$ cat config.mk
export PLATFORM = sky130hd
export DESIGN_NAME = mcpu_control_fsm
export DESIGN_NICKNAME = d
export VERILOG_FILES = /design/src/rtl/mcpu_ctrl_pkg.sv /design/src/rtl/mcpu_ctrl_decode.sv /design/src/rtl/mcpu_control_fsm.sv
export SDC_FILE = /design/constraint.sdc
export NUM_CORES = 1
export LEC_CHECK = 0
export ABC_AREA = 1
export CORE_MARGIN = 2
export CORE_UTILIZATION = 49
export CTS_CLUSTER_SIZE = 20
export DETAILED_ROUTE_END_ITERATION = 7
export PLACE_DENSITY = 0.86
export RECOVER_POWER = 100
export SLEW_MARGIN = 10
export SYNTH_ARGS = -nofsm -noshare
export SYNTH_HDL_FRONTEND = slang
export SYNTH_SLANG_ARGS = --single-unit
export TNS_END_PERCENT = 1
$ cat constraint.sdc
create_clock -name clk -period 4.15 [get_ports clk]
set_input_delay 0.83 -clock clk [delete_from_list [all_inputs] [get_ports clk]]
set_output_delay 0.83 -clock clk [all_outputs]
set_load 0.05 [all_outputs]
$ cat src/rtl/mcpu_ctrl_pkg.sv
// Shared encodings for the MCPU multi-cycle control sequencer: states,
// instruction classes, ALU codes, opcode/funct constants and mux selects.
package mcpu_ctrl_pkg;

    typedef enum logic [3:0] {
        S_FETCH, S_DECODE, S_BR1, S_BR2, S_J1, S_JAL1, S_JR1, S_JR2,
        S_RX, S_RWB, S_IX, S_IWB, S_MADDR, S_MRD, S_LWB, S_MWR
    } state_t;

    typedef enum logic [2:0] {
        CLS_BR, CLS_J, CLS_JAL, CLS_JR, CLS_R, CLS_I, CLS_MEM, CLS_ILL
    } cls_t;

    localparam logic [2:0] ALU_ADD = 3'd0;
    localparam logic [2:0] ALU_SUB = 3'd1;
    localparam logic [2:0] ALU_XOR = 3'd2;
    localparam logic [2:0] ALU_SLT = 3'd3;

    localparam logic [5:0] OP_RTYPE = 6'h00;
    localparam logic [5:0] OP_J     = 6'h02;
    localparam logic [5:0] OP_JAL   = 6'h03;
    localparam logic [5:0] OP_BEQ   = 6'h04;
    localparam logic [5:0] OP_BNE   = 6'h05;
    localparam logic [5:0] OP_ADDI  = 6'h08;
    localparam logic [5:0] OP_XORI  = 6'h0e;
    localparam logic [5:0] OP_LW    = 6'h23;
    localparam logic [5:0] OP_SW    = 6'h2b;

    localparam logic [5:0] FN_JR  = 6'h08;
    localparam logic [5:0] FN_ADD = 6'h20;
    localparam logic [5:0] FN_SUB = 6'h22;
    localparam logic [5:0] FN_SLT = 6'h2a;

    localparam logic [1:0] SRCA_PC   = 2'd0;
    localparam logic [1:0] SRCA_A    = 2'd1;
    localparam logic [1:0] SRCA_BEN  = 2'd2;
    localparam logic [1:0] SRCA_ZERO = 2'd3;

    localparam logic [1:0] SRCB_IMM4 = 2'd0;
    localparam logic [1:0] SRCB_SEXT = 2'd1;
    localparam logic [1:0] SRCB_B    = 2'd2;
    localparam logic [1:0] SRCB_FOUR = 2'd3;

    localparam logic [1:0] PCSRC_BRANCH = 2'd0;
    localparam logic [1:0] PCSRC_JUMP   = 2'd1;
    localparam logic [1:0] PCSRC_PC4    = 2'd2;
    localparam logic [1:0] PCSRC_ALU    = 2'd3;

    function automatic logic [2:0] funct_aluop(input logic [5:0] f);
        case (f)
            FN_SUB:  return ALU_SUB;
            FN_SLT:  return ALU_SLT;
            default: return ALU_ADD;
        endcase
    endfunction

endpackage

$ cat src/rtl/mcpu_ctrl_decode.sv
// Combinational instruction classifier: maps opcode/funct to the execute
// class the sequencer branches to, flagging anything unsupported.
module mcpu_ctrl_decode
    import mcpu_ctrl_pkg::*;
(
    input  logic [5:0] opcode,
    input  logic [5:0] funct,
    output logic [2:0] cls,
    output logic       illegal
);

    always_comb begin
        cls = CLS_ILL;
        case (opcode)
            OP_RTYPE: begin
                case (funct)
                    FN_JR:                  cls = CLS_JR;
                    FN_ADD, FN_SUB, FN_SLT: cls = CLS_R;
                    default:                cls = CLS_ILL;
                endcase
            end
            OP_J:            cls = CLS_J;
            OP_JAL:          cls = CLS_JAL;
            OP_BEQ, OP_BNE:  cls = CLS_BR;
            OP_ADDI, OP_XORI: cls = CLS_I;
            OP_LW, OP_SW:    cls = CLS_MEM;
            default:         cls = CLS_ILL;
        endcase
    end

    assign illegal = (cls == CLS_ILL);

endmodule

$ cat src/rtl/mcpu_control_fsm.sv
// Multi-cycle MCPU control sequencer: state register, Moore output decode
// and retired-instruction counter.
module mcpu_control_fsm
    import mcpu_ctrl_pkg::*;
#(
    parameter int CNT_W = 32
) (
    input  logic             clk,
    input  logic             reset,
    input  logic [5:0]       opcode,
    input  logic [5:0]       funct,
    output logic             pc_we,
    output logic             ir_we,
    output logic             a_we,
    output logic             b_we,
    output logic             ben,
    output logic             cheese,
    output logic             reg_we,
    output logic             mem_we,
    output logic             memin,
    output logic             regin,
    output logic             dst,
    output logic             jal,
    output logic             beqbne,
    output logic             immer,
    output logic [1:0]       alusrca,
    output logic [1:0]       alusrcb,
    output logic [1:0]       pcsrc,
    output logic [2:0]       aluop,
    output logic [3:0]       state,
    output logic             instr_done,
    output logic             illegal,
    output logic [CNT_W-1:0] instret
);

    state_t     st;
    logic [5:0] op_q;
    logic [5:0] fn_q;
    logic [2:0] cls;
    logic       dec_illegal;

    mcpu_ctrl_decode u_decode (
        .opcode  (opcode),
        .funct   (funct),
        .cls     (cls),
        .illegal (dec_illegal)
    );

    // opcode/funct are captured at the end of DECODE so later states never
    // depend on the IR bus directly.
    always_ff @(posedge clk) begin
        if (reset) begin
            st      <= S_FETCH;
            op_q    <= '0;
            fn_q    <= '0;
            instret <= '0;
        end else begin
            case (st)
                S_FETCH: st <= S_DECODE;
                S_DECODE: begin
                    op_q <= opcode;
                    fn_q <= funct;
                    case (cls)
                        CLS_BR:  st <= S_BR1;
                        CLS_J:   st <= S_J1;
                        CLS_JAL: st <= S_JAL1;
                        CLS_JR:  st <= S_JR1;
                        CLS_R:   st <= S_RX;
                        CLS_I:   st <= S_IX;
                        CLS_MEM: st <= S_MADDR;
                        default: st <= S_FETCH;
                    endcase
                end
                S_BR1:   st <= S_BR2;
                S_JR1:   st <= S_JR2;
                S_RX:    st <= S_RWB;
                S_IX:    st <= S_IWB;
                S_MADDR: st <= (op_q == OP_LW) ? S_MRD : S_MWR;
                S_MRD:   st <= S_LWB;
                default: st <= S_FETCH;
            endcase
            if (instr_done) instret <= instret + CNT_W'(1);
        end
    end

    assign state = st;
    assign immer = 1'b0;

    // Everything is held at 0 while reset is high, whatever state the
    // aborted instruction left behind.
    always_comb begin
        pc_we = 1'b0; ir_we = 1'b0; a_we = 1'b0; b_we = 1'b0;
        ben = 1'b0; cheese = 1'b0; reg_we = 1'b0; mem_we = 1'b0;
        memin = 1'b0; regin = 1'b0; dst = 1'b0; jal = 1'b0; beqbne = 1'b0;
        alusrca = SRCA_PC; alusrcb = SRCB_IMM4; pcsrc = PCSRC_BRANCH;
        aluop = ALU_ADD; instr_done = 1'b0; illegal = 1'b0;
        if (!reset) begin
            case (st)
                S_FETCH: begin
                    ir_we = 1'b1; cheese = 1'b1; alusrcb = SRCB_FOUR;
                end
                S_DECODE: begin
                    a_we = 1'b1; b_we = 1'b1; pc_we = 1'b1; pcsrc = PCSRC_PC4;
                    alusrcb = SRCB_FOUR; illegal = dec_illegal;
                end
                S_BR1: ben = 1'b1;
                S_BR2: begin
                    alusrca = SRCA_A; alusrcb = SRCB_B; aluop = ALU_SUB;
                    beqbne = op_q[0]; pc_we = 1'b1; instr_done = 1'b1;
                end
                S_J1: begin
                    pcsrc = PCSRC_JUMP; pc_we = 1'b1; instr_done = 1'b1;
                end
                S_JAL1: begin
                    pcsrc = PCSRC_JUMP; pc_we = 1'b1; reg_we = 1'b1; jal = 1'b1;
                    instr_done = 1'b1;
                end
                S_JR1: begin
                    alusrca = SRCA_A; alusrcb = SRCB_B;
                end
                S_JR2: begin
                    pcsrc = PCSRC_ALU; pc_we = 1'b1; instr_done = 1'b1;
                end
                S_RX: begin
                    alusrca = SRCA_A; alusrcb = SRCB_B; aluop = funct_aluop(fn_q);
                end
                S_RWB: begin
                    reg_we = 1'b1; instr_done = 1'b1;
                end
                S_IX: begin
                    alusrca = SRCA_A; alusrcb = SRCB_SEXT;
                    aluop = (op_q == OP_XORI) ? ALU_XOR : ALU_ADD;
                end
                S_IWB: begin
                    dst = 1'b1; reg_we = 1'b1; instr_done = 1'b1;
                end
                S_MADDR: begin
                    alusrca = SRCA_A; alusrcb = SRCB_SEXT;
                end
                S_MRD: memin = 1'b1;
                S_LWB: begin
                    dst = 1'b1; regin = 1'b1; reg_we = 1'b1; instr_done = 1'b1;
                end
                S_MWR: begin
                    memin = 1'b1; mem_we = 1'b1; instr_done = 1'b1;
                end
                default: ;
            endcase
        end
    end

endmodule
==> flow_summary.json, run 1 <==
{
  "outcome": "finished with violations",
  "violations": "DRC, capacitance limit, slew limit",
  "clockBufferDepth": 2,
  "dr.first_iter.drc_count": 294,
  "multiInputGateArea_sq_um": 1940,
  "hold_ws_ns": 0.474,
  "antenna_found_initial": 0,
  "p_leak_nw": 1.69,
  "synth_mux_area_frac": 0,
  "vias": 3689,
  "syn2layout_area_growth_pct": 21.4,
  "synth-compound-area-share": 0.127,
  "clk-insertion-delay-late_ns": 0.31,
  "postCtsSetupBuffers": 0,
  "clockRootBuffer": "clkbuf_8",
  "nets": 611,
  "worst_setup_hold_path_clk_slew_ns": 0.09,
  "grt_pass1_vias": 3412,
  "crit_chain": "dlygate4sd3_1 -> nor2_1 -> nand3_1 -> o21ai_0 -> nand2_1 -> nor2_1 -> buf_4",
  "crit_path_max_incr_delay_ns": 0.62,
  "fp.dieArea_sq_um": 7370,
  "synth_top_family_by_area": "simple AND/OR/NAND/NOR gates",
  "synth_cell_types": 38,
  "dp_slack_ns": 0.866,
  "core_sq_um": 6420,
  "worst_pin_slew_ns": 1.50,
  "cts_tree": "built",
  "hold_viol_final": 0,
  "place.gp.congestion": 0.946,
  "clkSinkCount": 48,
  "grt_pass1_wl_um": 15200,
  "final_layout_size_suffix_gt1_frac": 0.0637,
  "post_synth.cell_area_avg_sq_um": 6.18,
  "yosysWarnings": 0,
  "rows": 29,
  "antennaDiodeCount": 0,
  "worst_path_most_repeated_cell": "nor2_1",
  "yosys.area_share.simple": 0.443,
  "yosys.area.top_type": "dfxtp_1",
  "synth_top_cells_by_area": "dfxtp_1, nand2_1, nor2_1, inv_1, a21oi_1",
  "numCtsBuffers": 5,
  "synth_xor_xnor_area_share": 0.0293,
  "initial_utilization": 0.511,
  "syn_area_sq_um": 3280,
  "dpl.hpwl_um": 6910,
  "vias_per_cell": 5.47,
  "syn_inst": 531,
  "n_fill_cell": 601,
  "period_needed_ns": 3.56,
  "worstSetupPathType": "input port to output port",
  "grt_start_max_net_pins": 31,
  "ctsHoldBuffers": 0,
  "fp.dieH_um": 85.9,
  "finalSetupTns_ns": 0,
  "worstPathArrival_ns": 2.73,
  "vdd_drop_max_mv": 0.140,
  "period_share": 0.858,
  "cp.required_ns": 3.32,
  "drtPass1Iterations": 8,
  "report.final.slew_viol_count": 29,
  "die_x_um": 85.9,
  "setup.worst_path.end_class": "output port",
  "ant_nets": 0,
  "htreeDepth": 2,
  "cp_max_fo": 6,
  "ys_seq_area_frac": 0.293,
  "max_slew_margin": -0.00279,
  "total_power_mw": 1.09,
  "grt_usage": 0.249,
  "rsz0062_at_grt": "false",
  "grt_overflow_total": 0,
  "hold_path_class": "flop to flop",
  "setup_violations": 0,
  "cellPowerDensity_nw_per_um2": 273,
  "io_pins": 75,
  "critPathLaunchType": "input port",
  "portBuffers": 71,
  "drc_errors": 7,
  "setup_ws_ns": 0.589,
  "yosys.area_share.adder": 0.00381,
  "ys_ff_latch": 48,
  "synthDominantCellAreaShare": 0.293,
  "wirelength_um": 8930,
  "post_cts_resized": 0,
  "crit_path_top_delay_cell": "dlygate4sd3_1",
  "skew_ns": 0.00462,
  "maxCapViolCount": 1,
  "wl_per_cell_um": 13.2,
  "seqCellArea_sq_um": 961,
  "max_freq_mhz": 281
}
[cell type report]
class,count,area share
clock buffer,5,0.0173
clock inverter,3,0.00565
inverter,53,0.0515
multi-input combinational,414,0.486
sequential,48,0.241
tap,77,0.0242
timing repair buffer,74,0.174
[cells by family (layout without fill, tap and decap cells)]
group                    count (synthesis)  after routing
XOR/XNOR                                11             11
buffers and inverters                   71            135
adder cells (fa/ha/maj)                  1              1
flip-flops                              48             48
AO/OA/AOI/OAI                           68             68
other                                    1              3
AND/OR/NAND/NOR                        331            331
[flip-flops by register name (all words and copies together) (netlist names)]
register  flops
state         4
instret      32
op_q          6
fn_q          6
[critical path, delay by kind of cell]
| kind | cells | cell delay, ns |
|---|---|---|
| buffers and inverters | 2 | 0.83 |
| AO/OA/AOI/OAI | 1 | 0.40 |
| AND/OR/NAND/NOR | 4 | 0.67 |
[placed cells by master, fill, tap and decap left out, types with 2 or more instances in the layout]
cell type	count
nand2_1	180
nor2_1	75
dlygate4sd3_1	54
dfxtp_1	48
inv_1	47
a21oi_1	29
nand3_1	26
nor3_1	18
o21ai_0	14
nand3b_1	14
a21oi_2	11
clkdlybuf4s50_1	11
xor2_1	8
a22oi_1	7
nand4_1	6
clkbuf_1	6
clkbuf_8	5
nor2_2	4
nand2_2	4
inv_2	3
a31oi_1	3
xnor2_1	3
conb_1	3
clkinv_2	2
o211ai_1	2
nor4_1	2
inv_6	2
buf_4	2
[per-layer routing]
metal,GRT usage,wire (um),vias to the layer above
li1,-,-,1824
met3,0.0423,640,24
met1,0.316,3820,1669
met5,0,0,-
met2,0.428,4240,172
met4,0.0851,226,0
[Yosys cell counts]
cell type,number
nand2_1,171
o21ai_0,13
conb_1,1
nor2_2,4
a21oi_2,12
nand4_1,6
nand2_4,1
nand3_4,1
nand3_1,25
dfxtp_1,48
buf_6,1
a21oi_1,28
buf_2,2
o21ai_1,2
o21bai_2,1
nand3b_1,14
o211ai_1,2
xor2_1,8
clkbuf_1,4
a31oi_1,3
nor4_1,2
inv_6,1
ha_1,1
inv_2,4
clkinv_1,1
nor2_1,74
nor3_1,18
a22oi_1,7
nor2_8,1
nand2_2,13
buf_12,1
buf_1,2
xnor2_1,3
nor3_2,1
clkinv_2,1
buf_8,1
buf_4,7
inv_1,46
[stage by stage]
step / std cells / instance area (sq um) / util
2_1_floorplan: 533 / 3290 / -
3_3_place_gp: 666 / 3970 / 0.618
3_5_place_dp: 666 / 3970 / 0.618
4_1_cts: 674 / 4060 / 0.633
5_1_grt: 674 / 3990 / 0.620
6_report: 674 / 3990 / 0.620
[where the power goes]
group	internal, mW	switching [mW]
Sequential	0.490	0.0253
Combinational	0.0757	0.204
Clock	0.121	0.171
Total	0.687	0.400
[path summary, 6_finish.rpt]
| kind | startpoint | to | slack, ns | cells after the start |
|---|---|---|---|---|
| setup / recovery | opcode[2] | illegal | 0.59 | 7 |
| hold / removal | fn_q[0] | fn_q[0] | 0.47 | 2 |
| setup reg to reg | state[1] | instret[19] | 0.97 | 10 |
| hold reg to reg | fn_q[0] | fn_q[0] | 0.47 | 2 |
Power figures use the tool's default switching activity.
==> run 2, diff against run 1 <==
--- a/config.mk
+++ b/config.mk
@@ -7,10 +7,10 @@
 export LEC_CHECK = 0
 export ABC_AREA = 1
 export CORE_MARGIN = 2
-export CORE_UTILIZATION = 49
+export CORE_UTILIZATION = 55
 export CTS_CLUSTER_SIZE = 20
 export DETAILED_ROUTE_END_ITERATION = 7
-export PLACE_DENSITY = 0.86
+export PLACE_DENSITY = 0.94
 export RECOVER_POWER = 100
 export SLEW_MARGIN = 10
 export SYNTH_ARGS = -nofsm -noshare
==> run 2 against run 1 <==
Net effect: the run now ends clean; sequential power is essentially flat; power grew 5.5%; first-iteration DRC count grew 5.8%; final cell count shrank 0.30%; core utilization grew 7.2 points; routed wire length grew 0.77%.
==> flow_summary.json, run 2 (same netlist as run 1, synthesis figures left out) <==
{
  "period_needed_ns": 3.96,
  "ctsHoldBuffers": 0,
  "regMostFlops": "instret",
  "rr_endpoint": "instret[10]",
  "vias": 3745,
  "cellPowerDensity_nw_per_um2": 283,
  "grt_start_max_net_pins": 31,
  "crit_path_max_incr_delay_ns": 0.81,
  "clockRootBuffer": "clkbuf_8",
  "worst_path_most_repeated_cell": "nor2_1",
  "wirelength_um": 9000,
  "worstPathArrival_ns": 3.13,
  "io_pins": 75,
  "post-route-util": 0.692,
  "dpl_cell_area_sq_um": 3970,
  "total_power_mw": 1.15,
  "post_cts_resized": 0,
  "largest_reg_flops": 32,
  "cp.required_ns": 3.32,
  "final_layout_size_suffix_gt1_frac": 0.0854,
  "ff2ff_path_depth": 9,
  "clockBufferDepth": 2,
  "rows": 28,
  "cp_max_fo": 5,
  "syn2layout_area_growth_pct": 23.3,
  "htreeDepth": 2,
  "setup.worst_path.end_class": "output port",
  "drtPass1Iterations": 5,
  "rrSetupSlack_ns": 2.10,
  "worst_setup_hold_path_clk_slew_ns": 0.09,
  "max_slew_margin": 0.0157,
  "max_freq_mhz": 252,
  "dpl.cell_count": 664,
  "grt_usage": 0.280,
  "skew_ns": 0.0105,
  "n_fill_cell": 498,
  "outcome": "completed",
  "period_share": 0.955,
  "worstSetupPathType": "input port to output port",
  "final_common_cell": "nand2_1",
  "clkSinkCount": 48,
  "die_x_um": 81.3,
  "rsz0062_at_grt": "false",
  "critPathLaunchType": "input port",
  "report.final.slew_viol_count": 0,
  "vias_per_cell": 5.57,
  "numCtsBuffers": 5,
  "worst_pin_slew_ns": 1.48,
  "crit_path_top_delay_cell": "clkdlybuf4s50_1",
  "clk-insertion-delay-late_ns": 0.31,
  "layout_common_cells": "nand2_1, nor2_1, dlygate4sd3_1",
  "finalSetupTns_ns": 0,
  "timing.rr.start": "state[1]",
  "grt_overflow_total": 0,
  "dpl.hpwl_um": 6780,
  "reg_top3": "instret x32, fn_q x6, op_q x6",
  "p_leak_nw": 1.73,
  "hp-start": "fn_q[4]",
  "initial_utilization": 0.561,
  "nets": 611,
  "antennaDiodeCount": 0,
  "ant_nets": 0,
  "hold_depth": 2,
  "setup_violations": 0,
  "crit_chain": "clkdlybuf4s50_1 -> inv_1 -> nor2_1 -> nand3_1 -> nand3_1 -> nor2_1 -> nand2_1 -> nand2_1 -> nor2_1 -> clkdlybuf4s50_1",
  "drc_errors": 0,
  "grt_pass1_wl_um": 14700,
  "cts_tree": "built",
  "portBuffers": 71,
  "vdd_drop_max_mv": 0.235,
  "dr.first_iter.drc_count": 311,
  "maxCapViolCount": 0,
  "grt_pass1_vias": 3330,
  "core_sq_um": 5850,
  "hold_viol_final": 0,
  "holdPathEnd": "fn_q[4]",
  "fp.dieArea_sq_um": 6600,
  "place.gp.congestion": 1.04,
  "design_area_sq_um": 4050,
  "layout.cells.non_filler": 672,
  "wl_per_cell_um": 13.4,
  "hold_path_class": "flop to flop",
  "antenna_found_initial": 0,
  "fp.dieH_um": 81.3,
  "postCtsSetupBuffers": 0
}
run 2: cell types whose count changed in the layout (fill, tap and decap cells not counted), sizes merged:
cell / before / now
bufinv: 0 / 1
inv: 52 / 51
clkdlybuf4s50: 11 / 13
clkinv: 4 / 3
clkbuf: 11 / 13
dlygate4sd3: 54 / 52
buf: 3 / 2
run 2: worst max-delay path, delay by kind of cell:
family | cells | cell delay (ns)
buffers and inverters | 3 | 1.46
and+or+nand+nor | 7 | 0.85
run 2: layer usage:
| layer | vias up | part of all wire | GRT usage |
|---|---|---|---|
| li1 | 1831 | - | - |
| met1 | 1663 | 0.40 | 0.322 |
| met2 | 215 | 0.49 | 0.507 |
| met3 | 36 | 0.078 | 0.0511 |
| met4 | 0 | 0.037 | 0.108 |
| met5 | - | 0 | 0 |
run 2: power by group:
part,internal [mW],switching (mW)
logic,0.0804,0.211
clock network,0.179,0.161
registers,0.490,0.0255
total,0.750,0.398
run 2: worst max path at each step:
stage / startpoint / endpoint / slack [ns] / cells after the start
after floorplan: reset / jal / 0.64 / 4
after global routing: opcode[5] / illegal / 0.09 / 7
after global placement: opcode[2] / illegal / 0.35 / 7
final: opcode[1] / illegal / 0.19 / 10
after detailed placement: opcode[2] / illegal / 0.27 / 7
after CTS: opcode[2] / illegal / 0.26 / 7
run 2: cell type report:
| class | instances | area, sq um | area share |
|---|---|---|---|
| clock buffer | 6 | 72.6 | 0.0179 |
| clock inverter | 2 | 35.0 | 0.00865 |
| inverter | 53 | 205 | 0.0507 |
| multi-input combinational | 414 | 1980 | 0.490 |
| sequential | 48 | 961 | 0.237 |
| tap | 75 | 93.8 | 0.0232 |
| timing repair buffer | 74 | 698 | 0.172 |
run 2: per-stage QoR:
step / worst slack, ns / hold WS, ns
global placement: 0.353 / 0.443
detailed placement: 0.269 / 0.454
finish: 0.185 / 0.465
global route: 0.0906 / 0.506
CTS: 0.262 / 0.467
floorplan: 0.640 / 0.430
==> run 3, diff against run 2 <==
--- a/config.mk
+++ b/config.mk
@@ -12,7 +12,7 @@
 export DETAILED_ROUTE_END_ITERATION = 7
 export PLACE_DENSITY = 0.94
 export RECOVER_POWER = 100
-export SLEW_MARGIN = 10
+export SLEW_MARGIN = 15
 export SYNTH_ARGS = -nofsm -noshare
 export SYNTH_HDL_FRONTEND = slang
 export SYNTH_SLANG_ARGS = --single-unit
==> results of run 3 <==
The final DEF is identical to that of run 2; final timing and power are the same.
